[src/rtl/bus_timer.sv]
`default_nettype none
// +----------------------------------------------------------------------+
// | bus_timer: bus-slave 32-bit interval timer with wait-stated response  |
// | Revision: 1.0                                                         |
// +----------------------------------------------------------------------+
module bus_timer #(
   parameter int WAIT_CYCLES = 0
) (
   input  logic        clk,
   input  logic        reset,
   input  logic        cs_,
   input  logic        as_,
   input  logic        rw,
   input  logic [1:0]  addr,
   input  logic [31:0] wr_data,
   output logic [31:0] rd_data,
   output logic        rdy_,
   output logic        irq
);

   typedef enum logic [1:0] {
      ST_IDLE = 2'd0,
      ST_WAIT = 2'd1,
      ST_RESP = 2'd2
   } state_t;

   localparam bit         c_no_wait   = (WAIT_CYCLES == 0);
   localparam logic [3:0] c_wait_last = c_no_wait ? 4'd0 : 4'(WAIT_CYCLES - 1);

   state_t      r_state;
   state_t      w_next;
   logic [3:0]  r_wait_cnt;
   logic [1:0]  r_addr;
   logic        r_rw;
   logic [31:0] r_wr_data;

   logic        r_start;
   logic        r_mode;
   logic        r_intr;
   logic [31:0] r_expr;
   logic [31:0] r_count;
   logic        r_rdy_n;
   logic [31:0] r_rd_data;

   logic        w_capture;
   logic        w_wait_done;
   logic        w_commit;
   logic [1:0]  w_acc_addr;
   logic        w_acc_rw;
   logic [31:0] w_acc_wdata;
   logic        w_wr_ctrl;
   logic        w_wr_intr;
   logic        w_wr_expr;
   logic        w_wr_count;
   logic        w_match;
   logic [31:0] w_rd_mux;

   assign w_capture   = (r_state == ST_IDLE) && !cs_ && !as_;
   assign w_wait_done = (r_state == ST_WAIT) && (r_wait_cnt == c_wait_last);
   assign w_commit    = (w_capture && c_no_wait) || w_wait_done;

   // With no wait states the commit edge is the capture edge, so use the live bus
   assign w_acc_addr  = (r_state == ST_IDLE) ? addr    : r_addr;
   assign w_acc_rw    = (r_state == ST_IDLE) ? rw      : r_rw;
   assign w_acc_wdata = (r_state == ST_IDLE) ? wr_data : r_wr_data;

   assign w_wr_ctrl  = w_commit && !w_acc_rw && (w_acc_addr == 2'd0);
   assign w_wr_intr  = w_commit && !w_acc_rw && (w_acc_addr == 2'd1);
   assign w_wr_expr  = w_commit && !w_acc_rw && (w_acc_addr == 2'd2);
   assign w_wr_count = w_commit && !w_acc_rw && (w_acc_addr == 2'd3);
   assign w_match    = r_start && (r_count == r_expr);

   always_ff @(posedge clk or posedge reset) begin
      if (reset) r_state <= ST_IDLE;
      else       r_state <= w_next;
   end

   always_comb begin
      w_next = r_state;
      case (r_state)
         ST_IDLE: if (w_capture)   w_next = c_no_wait ? ST_RESP : ST_WAIT;
         ST_WAIT: if (w_wait_done) w_next = ST_RESP;
         ST_RESP: w_next = ST_IDLE;
         default: w_next = ST_IDLE;
      endcase
   end

   always_ff @(posedge clk or posedge reset) begin
      if (reset) begin
         r_wait_cnt <= 4'd0;
         r_addr     <= 2'd0;
         r_rw       <= 1'b0;
         r_wr_data  <= 32'd0;
      end else begin
         if (w_capture) begin
            r_wait_cnt <= 4'd0;
            r_addr     <= addr;
            r_rw       <= rw;
            r_wr_data  <= wr_data;
         end else if (r_state == ST_WAIT) begin
            r_wait_cnt <= w_wait_done ? 4'd0 : r_wait_cnt + 4'd1;
         end
      end
   end

   // Bus writes take priority over counter side effects, except a match beats an INTR clear
   always_ff @(posedge clk or posedge reset) begin
      if (reset) begin
         r_start <= 1'b0;
         r_mode  <= 1'b0;
         r_intr  <= 1'b0;
         r_expr  <= 32'd0;
         r_count <= 32'd0;
      end else begin
         if (w_wr_ctrl) begin
            r_start <= w_acc_wdata[0];
            r_mode  <= w_acc_wdata[1];
         end else if (w_match && !r_mode) begin
            r_start <= 1'b0;
         end

         if (w_match)                          r_intr <= 1'b1;
         else if (w_wr_intr && !w_acc_wdata[0]) r_intr <= 1'b0;

         if (w_wr_expr) r_expr <= w_acc_wdata;

         if (w_wr_count)   r_count <= w_acc_wdata;
         else if (w_match) r_count <= 32'd0;
         else if (r_start) r_count <= r_count + 32'd1;
      end
   end

   always_comb begin
      w_rd_mux = 32'd0;
      case (w_acc_addr)
         2'd0:    w_rd_mux = {30'd0, r_mode, r_start};
         2'd1:    w_rd_mux = {31'd0, r_intr};
         2'd2:    w_rd_mux = r_expr;
         default: w_rd_mux = r_count;
      endcase
   end

   always_ff @(posedge clk or posedge reset) begin
      if (reset) begin
         r_rdy_n   <= 1'b1;
         r_rd_data <= 32'd0;
      end else begin
         r_rdy_n   <= !w_commit;
         r_rd_data <= (w_commit && w_acc_rw) ? w_rd_mux : 32'd0;
      end
   end

   assign rd_data = r_rd_data;
   assign rdy_    = r_rdy_n;
   assign irq     = r_intr;

endmodule
`default_nettype wire

[config.mk]
export PLATFORM = sky130hd
export DESIGN_NAME = bus_timer
export DESIGN_NICKNAME = d
export VERILOG_FILES = /design/src/rtl/bus_timer.sv
export SDC_FILE = /design/constraint.sdc
export NUM_CORES = 1
export LEC_CHECK = 0
export ABC_CLOCK_PERIOD_IN_PS = 4900
export CAP_MARGIN = 20
export CELL_PAD_IN_SITES_DETAIL_PLACEMENT = 0
export CELL_PAD_IN_SITES_GLOBAL_PLACEMENT = 1
export CORE_ASPECT_RATIO = 1.25
export CORE_MARGIN = 4
export CORE_UTILIZATION = 39
export DETAILED_ROUTE_END_ITERATION = 8
export GPL_TIMING_DRIVEN = 0
export PLACE_DENSITY = 0.74
export SLEW_MARGIN = 20
export SYNTH_ARGS = -nofsm -noshare
export SYNTH_HDL_FRONTEND = slang
export SYNTH_SLANG_ARGS = --single-unit
[constraint.sdc]
create_clock -name clk -period 4.9 [get_ports clk]
set_input_delay 1.47 -clock clk [delete_from_list [all_inputs] [get_ports clk]]
set_output_delay 1.47 -clock clk [all_outputs]
set_load 0.02 [all_outputs]
== Yosys cells after proc, flatten, opt, wreduce, memory -nomap -nowiden ==
Index checks and enable logic that the tools add are counted.
Operators by class
  add/sub/neg operators: 2
  $mul: 0
  divide/modulo/power cells: 0
  order comparisons: 0
  eq/ne operators: 7
  shift operators: 0
  mux-type cells: 18
  bitwise logic cells: 0
  reduce and logical (&&, ||, !) cells: 27
Operators with widths (count)
  2-to-1 mux 32 bit: 5
  case mux 32 bit (3 select lines): 1
  adder 32 x 1 -> 32 bit (second input constant): 1
  == test 32 bit: 1
  logical AND 1 bit: 12
  2-to-1 mux 4 bit: 3
  logical NOT 1 bit: 6
  2-to-1 mux 2 bit: 3
  nonzero test 2 bit: 3
  2-to-1 mux 1 bit: 5
  adder 4 x 1 -> 4 bit (second input constant): 1
  == test 2 x 1 -> 1 bit (second input constant): 2
  == test 2 bit (second input constant): 2
  logical NOT 2 bit: 2
  logical NOT 4 bit: 1
  inequality test 2 bit (second input constant): 2
  case mux 2 bit (2 select lines): 1
  nonzero test 3 bit: 1
  AND reduction 2 bit: 1
  logical OR 1 bit: 1
Storage, ports and cells
  flip-flop bits (word level): 141
  bits in latches: 0
  RAM bits: 0
  memory bits (read-only): 0
  bits of input ports: 39
  output and inout port bits: 34
  word-level logic and storage cells: 66
  memories: 0

== Logic depth before layout (Yosys ltp) ==
  depth after elaboration: 9
  depth in mapped cells: 8
  depth with buffers taken out: 7

== Worst setup path after synthesis ==
No wires, ideal clock.
  path type: input port to flip-flop
  start: in cs_
  end: reg r_count[22]
  setup time: 0.132 ns
  data arrival time: 2.770 ns
  required time: 4.768 ns
  slack: 1.998 ns
  cell stages on the path: 7
  buffers on the path: 1
  cells stage by stage: nor3_1 > nand2b_1 > nor2_1 > clkbuf_1 > nor3_1 > a21oi_1 > o31ai_1
On the way
  cells in the longest elaborated chain, start to end: 7
  elaborated cells on any way between the ends: 8
  classes of those cells: 1 x mux; 7 x reduce/logical
Ends and longest elaborated chain
  start: declaration: line 11  | input logic cs_,
  logical NOT 1 bit *: line 58  | assign w_capture = (r_state == ST_IDLE) && !cs_ && !as_;
  logical AND 1 bit * (2 in series): line 58
  logical OR 1 bit *: line 60  | assign w_commit = (w_capture && c_no_wait) || w_wait_done;
  logical AND 1 bit * (2 in series): line 70  | assign w_wr_count = w_commit && !w_acc_rw && (w_acc_addr == 2'd3);
  nonzero test 3 bit (no source line) or 2-to-1 mux 32 bit (tied branches)
  end signal: assignment: line 127  | if (w_wr_count) r_count <= w_acc_wdata;
  end signal: assignment: line 129  | else if (r_start) r_count <= r_count + 32'd1;
  end: declaration: line 41  | logic [31:0] r_count;
Every way passes the cells marked *; elsewhere a longest branch is shown, timed or not.
A chain may end at the register's enable or synchronous reset.

== Worst setup path in the final report ==
  start: in addr[0]
  end: reg r_count[22]
On the way
  cells in the longest elaborated chain, start to end: 4
  elaborated cells on any way between the ends: 5
  classes of those cells: 1 x eq/ne; 2 x mux; 2 x reduce/logical
Ends and longest elaborated chain
  start: declaration: line 14  | input logic [1:0] addr,
  2-to-1 mux 2 bit *: line 63  | assign w_acc_addr = (r_state == ST_IDLE) ? addr : r_addr;
  == test 2 bit *: line 70
  logical AND 1 bit *: line 70
  nonzero test 3 bit (no source line) or 2-to-1 mux 32 bit (tied branches)
Marks and branches as above.

==> impl_metrics.prom <==
# TYPE chip_impl_metric gauge
chip_impl_metric{name="async_flop_share",unit="%"} 100.0
chip_impl_metric{name="synth_nets",unit=""} 811
chip_impl_metric{name="post-route-min-period",unit="ns"} 3.626
chip_impl_metric{name="clock_tree.buffer_depth",unit=""} 2
chip_impl_metric{name="insertion_delay",unit="ns"} 0.43
chip_impl_metric{name="mappedNetlistArea",unit="um2"} 6771
chip_impl_metric{name="detail_route.first_pass.iterations",unit=""} 5
chip_impl_metric{name="avg_cell_area_syn",unit="um2"} 8.783
chip_impl_metric{name="yosysSeqAreaShare",unit="%"} 49.91
chip_impl_metric{name="place_hpwl",unit="um"} 14660
chip_impl_info{name="critPathKind",value="in2reg"} 1
chip_impl_metric{name="pwr-share-seq",unit="%"} 41.4
chip_impl_metric{name="grt_pass1_vias",unit=""} 5909
chip_impl_info{name="startpoint_class_of_the_critical_path",value="input port"} 1
chip_impl_metric{name="critical_path_required",unit="ns"} 5.19
chip_impl_metric{name="p_sw",unit="mW"} 1.242
chip_impl_metric{name="numCtsBuffers",unit=""} 17
chip_impl_metric{name="global_route.usage.total",unit="%"} 21.21
chip_impl_metric{name="synth_edf_count",unit=""} 0
chip_impl_metric{name="drv.max_cap_violation_count",unit=""} 0
chip_impl_info{name="cts_tree",value="yes"} 1
chip_impl_metric{name="routed_wl",unit="um"} 20240
chip_impl_metric{name="setup_viol",unit=""} 0
chip_impl_metric{name="post_cts_hold_buffer_count",unit=""} 0
chip_impl_metric{name="pin_count_of_the_biggest_net_entering_global_routing",unit=""} 34
chip_impl_metric{name="arrival_time_reported_for_the_critical_path_endpoint",unit="ns"} 3.91
chip_impl_metric{name="drv_slew",unit=""} 0
chip_impl_metric{name="drt_first_iter_violations",unit=""} 451
chip_impl_metric{name="avgViaCountPerCell",unit=""} 5.267
chip_impl_metric{name="yosys_register_bits",unit=""} 135
chip_impl_info{name="crit_path_end_kind",value="flip-flop"} 1
chip_impl_metric{name="cts.htree.levels",unit=""} 4
chip_impl_metric{name="area_growth_syn_to_layout",unit="%"} 24.24
chip_impl_metric{name="row_count",unit=""} 53
chip_impl_metric{name="irDropWorstVdd",unit="uV"} 200.2
chip_impl_metric{name="slew_headroom",unit="%"} 31.21
chip_impl_metric{name="tritoncts_num_sinks",unit=""} 135
chip_impl_metric{name="drc_errors",unit=""} 0
chip_impl_metric{name="nets",unit=""} 906
chip_impl_metric{name="globalRouteOverflowTotal",unit=""} 0
chip_impl_metric{name="part_of_the_power_in_combinational_logic",unit="%"} 25.7
chip_impl_metric{name="resized_gates_after_cts",unit=""} 0
chip_impl_info{name="min-delay-path-class",value="reg2reg"} 1
chip_impl_metric{name="chipHeight",unit="um"} 155.3
chip_impl_metric{name="boundaryPins",unit=""} 73
chip_impl_metric{name="synthesis.yosys.warnings",unit=""} 0
chip_impl_metric{name="layout-drive-gt1-share",unit="%"} 6.264
chip_impl_metric{name="cellPowerDensity",unit="nW/um2"} 439.3
chip_impl_info{name="clock_tree.root_cell",value="sky130_fd_sc_hd__clkbuf_16"} 1
chip_impl_metric{name="timing.clock.skew",unit="ns"} 0.006611
chip_impl_metric{name="max_slew.worst_pin.slew",unit="ns"} 1.032
chip_impl_metric{name="internal-power",unit="mW"} 2.453
chip_impl_metric{name="diodes",unit=""} 0
chip_impl_metric{name="power.leakage",unit="nW"} 3.621
chip_impl_metric{name="fill_cells",unit=""} 1606
chip_impl_metric{name="netSwitchingFraction",unit="%"} 33.62
chip_impl_metric{name="final.setup.tns",unit="ns"} 0
chip_impl_metric{name="die_width",unit="um"} 125.9
chip_impl_metric{name="floorplan.initialDensity",unit="%"} 40.04
chip_impl_info{name="synth_flop_cell",value="sky130_fd_sc_hd__dfrtp_1"} 1
chip_impl_metric{name="routed_vias",unit=""} 5783
chip_impl_metric{name="coreArea",unit="um2"} 16910
chip_impl_metric{name="floorplan.die_area",unit="um2"} 19550
chip_impl_metric{name="grt_antenna_before_repair",unit=""} 0
chip_impl_metric{name="routabilityCongestion",unit=""} 0.8943
chip_impl_metric{name="post-cts-setup-buffers",unit=""} 0
chip_impl_info{name="rsz0062_at_grt",value="false"} 1
chip_impl_metric{name="hold_viol_final",unit=""} 0
chip_impl_metric{name="ys_types",unit=""} 49
chip_impl_metric{name="clk_transition_reported_paths",unit="ns"} 0.06
chip_impl_metric{name="grt_first_pass_wirelength",unit="um"} 32280
chip_impl_metric{name="postSynthCellCount",unit=""} 771
chip_impl_metric{name="maxClockFrequency",unit="MHz"} 275.8
chip_impl_metric{name="final_min_period_over_clock_period",unit="%"} 74.00
chip_impl_metric{name="critPathMaxFanout",unit=""} 10
chip_impl_metric{name="number_of_nets_with_antenna_violations_after_routing",unit=""} 0
chip_impl_metric{name="fin_hold_ws",unit="ns"} 0.4725
chip_impl_metric{name="drt-wirelength-per-cell",unit="um"} 18.44
chip_impl_info{name="run_status",value="finished, final reports clean"} 1
chip_impl_metric{name="pwr-share-clk",unit="%"} 32.9
chip_impl_metric{name="numPortBuffers",unit=""} 72
placed cells by master, fill, tap and decap left out, types with 5 or more instances in the layout:
cell type and count:
sky130_fd_sc_hd__a21oi_1 62, sky130_fd_sc_hd__a31oi_1 7, sky130_fd_sc_hd__and3_1 6, sky130_fd_sc_hd__and4_1 6, sky130_fd_sc_hd__buf_2 5, sky130_fd_sc_hd__clkbuf_1 44, sky130_fd_sc_hd__clkbuf_16 17, sky130_fd_sc_hd__clkdlybuf4s50_1 72
sky130_fd_sc_hd__dfrtp_1 134, sky130_fd_sc_hd__inv_1 7, sky130_fd_sc_hd__mux2_2 6, sky130_fd_sc_hd__mux2i_1 32, sky130_fd_sc_hd__nand2_1 217, sky130_fd_sc_hd__nand3_1 16, sky130_fd_sc_hd__nand4_1 19, sky130_fd_sc_hd__nor2_1 52
sky130_fd_sc_hd__nor3_1 13, sky130_fd_sc_hd__nor4_1 5, sky130_fd_sc_hd__o21ai_0 40, sky130_fd_sc_hd__xnor2_1 37, sky130_fd_sc_hd__xor2_1 13
worst paths after layout:
path / depth (start not counted) / end / start / slack (ns)
worst min-delay path: 2 / r_wr_data[1] / r_wr_data[1] / 0.47
worst max-delay path: 9 / r_count[22] / addr[0] / 1.27
worst max register to register: 8 / r_count[22] / r_state[1] / 2.28
worst min register to register: 2 / r_wr_data[1] / r_wr_data[1] / 0.47
max in group asynchronous: 4 / rdy_ / reset / 2.75
min in group asynchronous: 2 / r_wr_data[19] / reset / 1.37
metrics by stage:
| step | util [%] | setup WS (ns) | total power [mW] | cells | instance area [um2] |
|---|---|---|---|---|---|
| 2_1_floorplan | - | 1.752 | 2.146 | 771 | 6775 |
| 3_3_place_gp | 45.96 | 0.4657 | 2.453 | 1063 | 7771 |
| 3_5_place_dp | 46.43 | 0.8903 | 2.484 | 1067 | 7851 |
| 4_1_cts | 49.75 | 1.318 | 3.713 | 1098 | 8413 |
| 5_1_grt | 49.75 | 1.069 | 3.889 | 1098 | 8413 |
| 6_report | 49.75 | 1.274 | 3.696 | 1098 | 8413 |
synthesized netlist by cell type (3+ instances only):
master | number | area, um2
sky130_fd_sc_hd__mux2i_1 | 32 | 320.3
sky130_fd_sc_hd__inv_1 | 8 | 30.03
sky130_fd_sc_hd__clkbuf_1 | 41 | 153.9
sky130_fd_sc_hd__o21ai_0 | 40 | 200.2
sky130_fd_sc_hd__buf_2 | 5 | 25.02
sky130_fd_sc_hd__xnor2_1 | 37 | 324.1
sky130_fd_sc_hd__nor2_1 | 52 | 195.2
sky130_fd_sc_hd__and2_1 | 4 | 25.02
sky130_fd_sc_hd__buf_1 | 4 | 15.01
sky130_fd_sc_hd__nand3_1 | 16 | 80.08
sky130_fd_sc_hd__a31oi_1 | 7 | 43.79
sky130_fd_sc_hd__a21oi_1 | 62 | 310.3
sky130_fd_sc_hd__nand4_1 | 19 | 118.9
sky130_fd_sc_hd__nand2_1 | 217 | 814.5
sky130_fd_sc_hd__and3_1 | 6 | 37.54
sky130_fd_sc_hd__mux2_2 | 6 | 67.56
sky130_fd_sc_hd__nor3_1 | 13 | 65.06
sky130_fd_sc_hd__dfrtp_1 | 134 | 3353
sky130_fd_sc_hd__buf_6 | 3 | 33.78
sky130_fd_sc_hd__nand2b_1 | 4 | 25.02
sky130_fd_sc_hd__and4_1 | 6 | 52.55
sky130_fd_sc_hd__xor2_1 | 13 | 113.9
sky130_fd_sc_hd__nor2b_1 | 3 | 18.77
sky130_fd_sc_hd__a22oi_1 | 4 | 30.03
sky130_fd_sc_hd__nor4_1 | 5 | 31.28
sky130_fd_sc_hd__or3_1 | 4 | 25.02
cells by family after synthesis:
logic type,synth area share [%]
AOI/OAI and AO/OA,10.40
xor gates and xnor gates,6.467
adders and majority gates,0.1847
buffers and inverters,3.862
DFF,49.91
muxes,5.728
and+or+nand+nor,23.45
power by group through the flow:
stage	registers [mW]	logic (mW)	clock network, mW
detailed placement	1.54	0.943	0
floorplan	1.50	0.645	0
finish	1.53	0.951	1.22
global route	1.55	1.05	1.28
global placement	1.53	0.923	0
CTS	1.52	0.952	1.24
layout make-up:
type / count / area (um2) / share of cell area, %
plain buffers: 53 / 227.7 / 2.707
clock buffers: 24 / 491.7 / 5.845
clock inverters: 7 / 70.07 / 0.8328
inverters: 9 / 37.54 / 0.4462
multi-input cells: 574 / 3131 / 37.21
flip-flops and latches: 135 / 3379 / 40.17
well taps: 220 / 275.3 / 3.272
repair buffers: 76 / 800.8 / 9.518
flip-flops by register name (all words and copies together) (netlist names):
signal and cells:
r_count 32, irq 1, r_mode 1, rd_data 32, r_state 1, r_wr_data 32
r_expr 32, r_start 1, r_addr 2, rdy_ 1
critical path, stage by stage:
cell                              delay, ns
sky130_fd_sc_hd__clkdlybuf4s50_1       0.42
sky130_fd_sc_hd__nor2b_1               0.16
sky130_fd_sc_hd__a32oi_1               0.26
sky130_fd_sc_hd__or2_2                 0.17
sky130_fd_sc_hd__clkbuf_1              0.50
sky130_fd_sc_hd__clkbuf_1              0.59
sky130_fd_sc_hd__nor2_1                0.11
sky130_fd_sc_hd__a21oi_1               0.14
sky130_fd_sc_hd__o31ai_1               0.08
layer usage:
layer | global-route usage (%) | vias up | wire [um]
li1 | - | 2782 | -
met1 | 27.83 | 2820 | 8898
met2 | 35.70 | 152 | 10050
met3 | 3.915 | 29 | 890
met4 | 6.796 | 0 | 405
met5 | 0 | - | 0
Note: power is estimated with default switching activity, not from simulation.
